$ cat src/rtl/vga_stream_pkg.sv
// Shared stream layout and 800x600 timing defaults for vga_stream_gen.
package vga_stream_pkg;

  localparam int STREAM_W = 26;

  // Bit positions inside the 26-bit RGB stream word
  localparam int ACTIVE_BIT = 0;
  localparam int VS_BIT     = 1;
  localparam int HS_BIT     = 2;
  localparam int YC_LSB     = 3;
  localparam int YC_MSB     = 12;
  localparam int XC_LSB     = 13;
  localparam int XC_MSB     = 22;
  localparam int R_BIT      = 23;
  localparam int G_BIT      = 24;
  localparam int B_BIT      = 25;
  localparam int RGB_LSB    = 23;
  localparam int RGB_MSB    = 25;
  localparam int VGA_LSB    = 0;
  localparam int VGA_MSB    = 2;

  localparam int H_VISIBLE_DEF = 800;
  localparam int H_FP_DEF      = 56;
  localparam int H_SYNC_DEF    = 120;
  localparam int H_BP_DEF      = 64;
  localparam int V_VISIBLE_DEF = 600;
  localparam int V_FP_DEF      = 37;
  localparam int V_SYNC_DEF    = 6;
  localparam int V_BP_DEF      = 23;

  // Field order mirrors the bit positions above, MSB first
  typedef struct packed {
    logic [2:0] rgb;
    logic [9:0] xc;
    logic [9:0] yc;
    logic       hs;
    logic       vs;
    logic       active;
  } stream_t;

endpackage

$ cat src/rtl/vga_stream_gen.sv
// VGA timing generator emitting a registered 26-bit pixel stream word per px_clk.
// Optional macro BORDER_EN paints a white one-pixel frame around the visible area.
module vga_stream_gen
  import vga_stream_pkg::*;
#(
  parameter int   H_VISIBLE = H_VISIBLE_DEF,
  parameter int   H_FP      = H_FP_DEF,
  parameter int   H_SYNC    = H_SYNC_DEF,
  parameter int   H_BP      = H_BP_DEF,
  parameter int   V_VISIBLE = V_VISIBLE_DEF,
  parameter int   V_FP      = V_FP_DEF,
  parameter int   V_SYNC    = V_SYNC_DEF,
  parameter int   V_BP      = V_BP_DEF,
  parameter logic SYNC_POL  = 1'b1
) (
  input  logic        px_clk,
  input  logic        rst_n,
  input  logic [2:0]  bg_rgb,
  output logic [25:0] strRGB_o,
  output logic        frame_o
);

  localparam int H_TOTAL = H_VISIBLE + H_FP + H_SYNC + H_BP;
  localparam int V_TOTAL = V_VISIBLE + V_FP + V_SYNC + V_BP;

  localparam logic [10:0] HC_LAST  = 11'(H_TOTAL - 1);
  localparam logic [10:0] HC_VIS   = 11'(H_VISIBLE);
  localparam logic [10:0] HS_START = 11'(H_VISIBLE + H_FP);
  localparam logic [10:0] HS_END   = 11'(H_VISIBLE + H_FP + H_SYNC);
  localparam logic [9:0]  VC_LAST  = 10'(V_TOTAL - 1);
  localparam logic [9:0]  VC_VIS   = 10'(V_VISIBLE);
  localparam logic [9:0]  VS_START = 10'(V_VISIBLE + V_FP);
  localparam logic [9:0]  VS_END   = 10'(V_VISIBLE + V_FP + V_SYNC);
`ifdef BORDER_EN
  localparam logic [10:0] HC_VIS_LAST = 11'(H_VISIBLE - 1);
  localparam logic [9:0]  VC_VIS_LAST = 10'(V_VISIBLE - 1);
`endif

  logic [10:0] hc_q, hc_d;
  logic [9:0]  vc_q, vc_d;
  stream_t     pix_q, pix_d;
  logic        frame_q, frame_d;
  logic        hc_wrap;
  logic        active;

  always_comb begin
    hc_wrap = (hc_q == HC_LAST);
    hc_d    = hc_wrap ? 11'd0 : hc_q + 11'd1;
    vc_d    = vc_q;
    if (hc_wrap) begin
      vc_d = (vc_q == VC_LAST) ? 10'd0 : vc_q + 10'd1;
    end

    // Output word describes the current (hc,vc); it appears one edge later
    active       = (hc_q < HC_VIS) && (vc_q < VC_VIS);
    pix_d        = '0;
    pix_d.active = active;
    pix_d.hs     = ((hc_q >= HS_START) && (hc_q < HS_END)) ? SYNC_POL : ~SYNC_POL;
    pix_d.vs     = ((vc_q >= VS_START) && (vc_q < VS_END)) ? SYNC_POL : ~SYNC_POL;
    pix_d.xc     = hc_q[9:0];
    pix_d.yc     = vc_q;
    pix_d.rgb    = active ? bg_rgb : 3'b000;
`ifdef BORDER_EN
    if (active && ((hc_q == 11'd0) || (hc_q == HC_VIS_LAST) ||
                   (vc_q == 10'd0) || (vc_q == VC_VIS_LAST))) begin
      pix_d.rgb = 3'b111;
    end
`endif
    frame_d = (hc_q == 11'd0) && (vc_q == 10'd0);
  end

  always_ff @(posedge px_clk or negedge rst_n) begin
    if (!rst_n) begin
      hc_q    <= '0;
      vc_q    <= '0;
      pix_q   <= '0;
      frame_q <= 1'b0;
    end else begin
      hc_q    <= hc_d;
      vc_q    <= vc_d;
      pix_q   <= pix_d;
      frame_q <= frame_d;
    end
  end

  assign strRGB_o = pix_q;
  assign frame_o  = frame_q;

endmodule
$ cat config.mk
export PLATFORM = sky130hd
export DESIGN_NAME = vga_stream_gen
export DESIGN_NICKNAME = d
export VERILOG_FILES = /design/src/rtl/vga_stream_pkg.sv /design/src/rtl/vga_stream_gen.sv
export SDC_FILE = /design/constraint.sdc
export NUM_CORES = 1
export LEC_CHECK = 0
export BUFFER_PORTS_ARGS = -buffer_cell sky130_fd_sc_hd__buf_2
export CORE_UTILIZATION = 49
export CTS_CLUSTER_SIZE = 8
export DETAILED_ROUTE_END_ITERATION = 7
export GPL_ROUTABILITY_DRIVEN = 0
export PLACE_DENSITY = 0.85
export SYNTH_ARGS = -nofsm -noshare
export SYNTH_HDL_FRONTEND = slang
export SYNTH_SLANG_ARGS = --single-unit
$ cat constraint.sdc
create_clock -name px_clk -period 1.8 [get_ports px_clk]
set_clock_uncertainty 0.15 [all_clocks]
set_input_delay 0 -clock px_clk [delete_from_list [all_inputs] [get_ports px_clk]]
set_output_delay 0 -clock px_clk [all_outputs]
set_load 0.02 [all_outputs]
==> run summary, run 1 <==
Status: finished with violations
Failing checks: setup timing
Longest Clk Path Bufs: 2
Root buffer cell: clkbuf_8
Routed len/inst: 14.9 microns
Warnings, synthesis: 0
Final HPWL from detailed placement: 2.77 mm
P_leak: 0.00127 uW
DRT iter0 DRCs: 138
RSZ-0062 raised after global routing: yes
Fin crit period: 1830 ps
Largest net degree at the start of global routing: 28
Worst path required time: 1850 ps
Fillers: 267
Synthesized area per cell: 12.1 sq um
Critical path data arrival time: 1870 ps
Final ANT Viol Nets: 0
Final Hold Vio Count: 0
Main synth FF type: dfrtp_1
Maxcap violations: 0
Die width: 64.8 microns
Commonest cells after routing, fill and taps aside: dfrtp_1 (48), buf_2 (31), buf_4 (24), nand2_1 (13)
Dpl ws: -9.72 ps
Placed instance count: 259
PD cells: 808 nW/um^2
IR Drop Worst-Case VDD: 0.519 mV
Reg-to-reg slack, setup: -30 ps
Cts bufs inserted: 5
Fmax: 0.547 GHz
Ant diodes: 0
Global Route Usage Sum: 0.222
Nets: 233
Post-Syn Instances: 160
Post-synth net total: 171
FF-to-FF End: vc_q[7]
Worst skew pair latency: 300 ps
Setup TNS: -65.2 ps
Final wirelength: 4.03 mm
Commonest non-fill, non-tap cell in the layout: dfrtp_1
Area Overhead vs Synth: 29.2%
Initial antenna violation count: 0
Crit Path Max Fanout: 8
Num rows: 22
Flops & latches, synth: 48
Sequential-to-total area share from yosys stat: 0.622
Global route total overflow: 0
Clock transition at path regs: 90 ps
Actual slew at the worst max-slew pin: 497 ps
Register-to-Register Path Depth: 4
Post-synth EDFFs: 0
Area of the multi-input gates: 676 sq um
Fin area: 2490 sq um
Setup WS post-layout: -27.3 ps
DRC: 0
Die ar.: 4200 sq um
Post-CTS Setup Inserts: 0
Tot Pwr: 2010 uW
First-pass GRT wire length: 6.84 mm
Layout cell share with drive strength beyond 1: 0.333
Chip height: 64.8 microns
Ys async rst share: 1.00
Slew HR: 0.669
CTS tree: done
Via Count: 1430
Non-filler cells, final: 270
Critical path class: register to register
Initial Util: 0.520
CP Launch Type: register
Final setup vio count: 3
I/O Buffers: 31
R2r startpoint: vc_q[8]
Fin crit share: 1.02
Top Ports: 32
Distinct cells, synth: 35
Vias in the first global route: 1382
Clock Sinks: 48
Mapped cell area: 1930 sq um
Core Box Area: 3720 sq um
Final Max Slew Viols: 0
CP Capture Type: register
Area after DPL: 2300 sq um
Reg area: 1200 sq um
Drt via density: 5.30
First-pass iteration count of the detailed router: 4
Worst hold path type: primary input to async pin
Htree depth: 2
## routing by layer
layer / share of wire / wire length [microns] / GRT usage / vias up
met5: 0 / 0 / 0 / -
met4: 0.021 / 83 / 0.0944 / 0
met3: 0.044 / 176 / 0.0475 / 10
met2: 0.52 / 2110 / 0.372 / 44
met1: 0.41 / 1670 / 0.277 / 706
li1: - / - / - / 670
## through the flow
step                      utilization  hold WS [ps]
after floorplan                     -          -446
after global placement          0.620          -159
after detailed placement        0.620          -152
after CTS                       0.667          60.9
after global routing            0.671          96.6
final                           0.671          37.1
## cell type report
cell class | instances | area share
repair buffers | 60 | 0.158
clock inverters | 2 | 0.0241
multi-input cells | 98 | 0.271
well taps | 48 | 0.0241
flip-flops and latches | 48 | 0.481
clock buffers | 5 | 0.0276
inverters | 9 | 0.0135
## synthesized netlist by cell type, drive strengths merged, types with 3 or more instances
cell type | n | area [sq um]
o21ai | 5 | 25.0
nand4 | 5 | 37.5
nor2 | 7 | 26.3
nand3 | 9 | 45.0
dfrtp | 48 | 1200
a21oi | 7 | 35.0
and3 | 7 | 46.3
xnor2 | 6 | 52.6
nand2 | 13 | 48.8
and2 | 6 | 37.5
ha | 6 | 75.1
xor2 | 5 | 43.8
or3 | 4 | 25.0
clkbuf | 3 | 23.8
inv | 9 | 33.8
## logic make-up after synthesis
group,after synthesis,synth area share
compound gates,18,0.0551
xor+xnor,11,0.0499
fa+ha+maj,6,0.0389
buf+inv,14,0.0415
flops,48,0.622
mux,2,0.0104
simple gates,61,0.182
## worst max-delay path by stage
| stage | from | to | slack [ps] |
|---|---|---|---|
| after CTS | vc_q[5] | vc_q[7] | -50 |
| final | vc_q[8] | vc_q[7] | -30 |
| after detailed placement | vc_q[1] | vc_q[7] | -10 |
| after global routing | vc_q[5] | vc_q[3] | -80 |
| after global placement | vc_q[1] | vc_q[3] | 40 |
| after floorplan | vc_q[2] | vc_q[7] | -70 |
## sequential cells by signal, indices dropped and copies added (netlist names)
register / count
hc_q: 11
strRGB_o: 26
frame_o: 1
vc_q: 10
## worst max-delay path: stages (launching register included)
cell	delay, ps
dfrtp_1	390
or2b_2	330
or4_4	600
or4b_1	190
o21ai_1	50
## where the power goes
part           switching [uW]  total, uW  leakage [uW]  internal (uW)
sequential              0.579       1080      0.000634           1080
combinational            29.1       46.1      0.000572           17.0
clock                     341        888     0.0000642            547
total                     371       2010       0.00127           1640
## what timing repair did
action                                  in CTS  in global routing
pin swaps                                    3                  1
hold endpoints to repair                    51                  0
gates resized for setup                      2                  4
endpoints found under the setup margin       8                 13
hold buffers                                 4                  0
Power figures use the tool's default switching activity.
==> run 2: changes to the inputs <==
RECOVER_POWER = 50   (was not set)
==> run 2 against run 1 <==
  * The flow still finishes with violations (setup timing)
  * Final area decreased by 2.3%
  * Die area unchanged
  * Non-clock buffer count did not move
  * Via count increased by 0.21%
  * Critical path type unchanged
  * Largest power group unchanged
  * Highest routed layer unchanged
==> run summary, run 2 (synthesis gave the netlist of run 1 again) <==
Status: finished with violations
Failing checks: setup timing
Top sig layer: met4
DRC: 0
Die width: 64.8 microns
Buffers plus inverters on the worst setup path: 0
R2r startpoint: vc_q[5]
PD cells: 827 nW/um^2
Core Box Area: 3720 sq um
Fin crit period: 1820 ps
Commonest cells after routing, fill and taps aside: dfrtp_1 (48), buf_2 (28), clkbuf_1 (17), nand2_1 (13), buf_4 (10)
Commonest non-fill, non-tap cell in the layout: dfrtp_1
Setup WS post-layout: -23.5 ps
Slew HR: 0.207
Highest-delay cell along the critical path: or4_4
Final HPWL from detailed placement: 2.77 mm
Final Hold Vio Count: 0
First-pass GRT wire length: 6.84 mm
Routed len/inst: 15.0 microns
Largest net degree at the start of global routing: 28
Vias in the first global route: 1382
Initial antenna violation count: 0
Area Overhead vs Synth: 26.3%
Worst hold path type: primary input to async pin
Nets: 233
Global Route Usage Sum: 0.222
Final setup vio count: 3
Maxcap violations: 0
Met2 WL: 2.09 mm
Setup TNS: -52.4 ps
Actual slew at the worst max-slew pin: 1190 ps
Clock Sinks: 48
I/O Buffers: 31
Tot Pwr: 2020 uW
Drt via density: 5.31
Via Count: 1433
Metal-1 WL: 1.67 mm
DRT iter0 DRCs: 96
Placed instance count: 259
Final Max Slew Viols: 0
Top cell family by delay on the critical path: simple AND/OR/NAND/NOR gates
Fmax: 0.548 GHz
CTS tree: done
Cell breakdown of the critical path: or3_1 > or4_4 > or4b_1 > o21ai_1
Crit Path Max Fanout: 8
P_leak: 0.00120 uW
Num rows: 22
Global route total overflow: 0
Top Ports: 32
CP max stage delay: 570 ps
Worst path required time: 1850 ps
Critical path data arrival time: 1870 ps
Initial Util: 0.520
Fin crit share: 1.01
Layout cell share with drive strength beyond 1: 0.257
Chip height: 64.8 microns
Critical path class: register to register
RSZ-0062 raised after global routing: yes
IR Drop Worst-Case VDD: 0.519 mV
Worst setup path startpoint: vc_q[5]
Root buffer cell: clkbuf_8
Max FFs per register: 26
Worst skew pair latency: 300 ps
Post-CTS Setup Inserts: 0
Cts bufs inserted: 5
Ant diodes: 0
Longest Clk Path Bufs: 2
Final ANT Viol Nets: 0
First-pass iteration count of the detailed router: 4
Htree depth: 2
Non-filler cells, final: 270
Final wirelength: 4.05 mm
Fin util: 0.656
Die ar.: 4200 sq um
CP Capture Type: register
Met3 Wirelength: 191 microns
Clock transition at path regs: 90 ps
CP Launch Type: register
run 2: cell types whose count changed in the layout (fill, tap and decap cells not counted), sizes merged:
cell / delta
buf: -17
clkbuf: +17
run 2: power breakdown:
part           switching, uW  leakage, uW  internal [uW]
sequential             0.579     0.000634           1080
combinational           29.1     0.000505           16.7
clock                    344    0.0000642            547
total                    374      0.00120           1640
run 2: layer usage:
metal,global-route usage,vias up
met1,0.277,697
met4,0.0944,0
li1,-,672
met2,0.372,51
met3,0.0475,13
met5,0,-
run 2: metrics by stage:
| step | setup WS (ps) | cell area [sq um] | hold WS, ps |
|---|---|---|---|
| floorplan | -75.0 | 1930 | -446 |
| finish | -23.5 | 2440 | 302 |
| detailed placement | -9.72 | 2300 | -152 |
| CTS | -51.1 | 2480 | 60.9 |
| global placement | 41.2 | 2300 | -159 |
| global route | -84.7 | 2440 | 320 |
run 2: path summary, 6_finish.rpt:
path / end / slack [ps] / depth (start not counted)
worst min-delay path: strRGB_o[19] / 300 / 2
worst max-delay path: vc_q[7] / -20 / 4
worst min register to register: strRGB_o[8] / 360 / 1
max in group asynchronous: vc_q[4] / 470 / 3
min in group px_clk: strRGB_o[23] / 300 / 3
worst max register to register: vc_q[7] / -20 / 4
run 2: timing repair:
action	in CTS	in global routing
hold buffers	4	0
resized for setup	2	4
pin swaps	3	1
endpoints found under the hold margin	51	0
setup endpoints to repair	8	13
run 2: final cells by class:
| class | count | area, sq um |
|---|---|---|
| Fill cell | 296 | 1280 |
| Sequential cell | 48 | 1200 |
| Multi-Input combinational cell | 98 | 676 |
| Timing Repair Buffer | 60 | 339 |
| Clock buffer | 5 | 68.8 |
| Clock inverter | 2 | 60.1 |
| Tap cell | 48 | 60.1 |
| Inverter | 9 | 33.8 |
==> run 3: changes to the inputs <==
ABC_AREA = 1   (was not set)
CORE_UTILIZATION = 50   (was 49)
==> run 3 against run 2 <==
  * The run now ends clean
  * Count of clock-buffer cells in the layout is 2 higher
  * Die area is 5.3% higher
  * Critical path type unchanged
  * Highest routed layer unchanged
  * Non-clock buffer count is 16 lower
  * Fmax is 7.5% higher
  * Core utilization is 3.5 points lower
  * Area after synthesis is 7.6% higher
  * Total power is 12% lower
  * Critical path depth is 3 higher
  * Global-route usage is 2.3 points lower
==> run summary, run 3 <==
Status: complete, no violations
Final ANT Viol Nets: 0
Area Overhead vs Synth: 19.6%
Synth cell count leaders: dfrtp_1 (48), inv_1 (36), nand2_1 (36), nor2_1 (24)
Final Hold Vio Count: 0
Layout cell share with drive strength beyond 1: 0.209
Global Route Usage Sum: 0.199
Crit Path Max Fanout: 7
First-pass iteration count of the detailed router: 4
Maxcap violations: 0
Cts bufs inserted: 5
PD cells: 718 nW/um^2
Distinct cells, synth: 22
Count leader, synth: dfrtp_1
Fin crit share: 0.943
Main synth FF type: dfrtp_1
Flops & latches, synth: 48
Routed len/inst: 12.0 microns
First-pass GRT wire length: 6.44 mm
Largest net degree at the start of global routing: 26
Global route total overflow: 0
Die ar.: 4420 sq um
Warnings, synthesis: 0
Critical path class: register to register
Nets: 279
Die width: 66.5 microns
Num rows: 23
RSZ-0062 raised after global routing: yes
P_leak: 0.00128 uW
Ys async rst share: 1.00
Worst path required time: 1820 ps
Commonest non-fill, non-tap cell in the layout: dfrtp_1
Final Max Slew Viols: 0
Chip height: 66.5 microns
Root buffer cell: clkbuf_8
DRC: 0
Ant diodes: 0
CP Launch Type: register
Max FFs per register: 26
Clock transition at path regs: 80 ps
Fin crit period: 1700 ps
Vias in the first global route: 1484
Worst skew pair latency: 290 ps
Top Ports: 32
Post-Syn Instances: 220
Initial antenna violation count: 0
Htree depth: 2
CP Capture Type: register
Fmax: 0.589 GHz
Sequential-to-total area share from yosys stat: 0.578
Core Box Area: 4000 sq um
Final setup vio count: 0
Worst hold path type: primary input to async pin
Area after DPL: 2310 sq um
Clock Sinks: 48
Fin area: 2480 sq um
Actual slew at the worst max-slew pin: 547 ps
Worst Hold Slack: 70.1 ps
Longest Clk Path Bufs: 2
Post-synth net total: 231
Commonest cells after routing, fill and taps aside: dfrtp_1 (47), nand2_1 (36), inv_1 (35), buf_2 (31), nor2_1 (24)
Critical path data arrival time: 1720 ps
Initial Util: 0.519
Synthesized area per cell: 9.44 sq um
CTS tree: done
Cell accounting for the most synthesized area: dfrtp_1
Fillers: 331
Post-synth top area share: 0.578
Post-synth EDFFs: 0
Final HPWL from detailed placement: 2.72 mm
Via Count: 1574
Synth top area cells: dfrtp_1 (58%), inv_1 (6.5%), nand2_1 (6.5%), nor2_1 (4.3%), ha_1 (3.6%)
I/O Buffers: 31
Mapped cell area: 2080 sq um
Drt via density: 4.95
DRT iter0 DRCs: 200
IR Drop Worst-Case VDD: 0.352 mV
Slew HR: 0.636
Final wirelength: 3.82 mm
[run 3: critical path, cell delays in order (launching register included)]
cell and delay (ps):
dfrtp_1 470, ha_1 260, inv_1 90, nor2_1 200, xor2_1 170, inv_1 60
nand3_1 80, o21ai_0 90
[run 3: final timing paths]
kind | startpoint | to | slack [ps] | cells past startpoint
worst min register to register | vc_q[8] | strRGB_o[11] | 290 | 0
min in group px_clk | vc_q[8] | strRGB_o[11] | 290 | 0
max in group asynchronous | rst_n | hc_q[6] | 930 | 3
worst min-delay path | rst_n | strRGB_o[15] | 70 | 2
worst max register to register | vc_q[0] | vc_q[4] | 100 | 7
worst max-delay path | vc_q[0] | vc_q[4] | 100 | 7
[run 3: repair_timing]
item | in CTS | in global routing
endpoints found under the hold margin | 51 | 0
setup endpoints to repair | 0 | 5
hold buffers | 4 | 0
resized for setup | 0 | 4
setup buffers | 0 | 5
[run 3: kinds of logic after synthesis]
kind of cell	after synthesis	share of synthesized area
AND/OR/NAND/NOR	95	0.210
flip-flops	48	0.578
buffers and inverters	39	0.0795
AO/OA/AOI/OAI	22	0.0542
XOR/XNOR	10	0.0422
adder cells (fa/ha/maj)	6	0.0361
[run 3: through the flow]
step	power, uW	TNS, ps	std cells	util	setup slack [ps]
after global routing	1860	-142	318	0.621	-50.6
after floorplan	1110	0	220	-	367
after global placement	1140	0	302	0.577	201
final	1780	0	318	0.621	103
after detailed placement	1140	0	302	0.577	114
after CTS	1810	0	313	0.611	99.7
[run 3: layout make-up]
class,instances,area [sq um],area share
clock buffers,7,96.3,0.0388
multi-input cells,133,713,0.287
well taps,50,62.6,0.0252
flip-flops and latches,48,1200,0.484
repair buffers,44,275,0.111
inverters,36,135,0.0544
[run 3: power by group]
part	switching (uW)	total (uW)	internal [uW]
clock	315	656	342
sequential	0.650	1080	1080
combinational	28.9	46.1	17.2
total	344	1780	1440
[run 3: metal layers]
metal  share of wire  track usage  vias to the layer above  wire length, microns
met5               0            0                        -                     0
met4           0.014       0.0851                        0                    55
met3           0.048       0.0531                        6                   185
met2            0.51        0.328                       46                  1950
met1            0.42        0.246                      741                  1620
li1                -            -                      781                     -
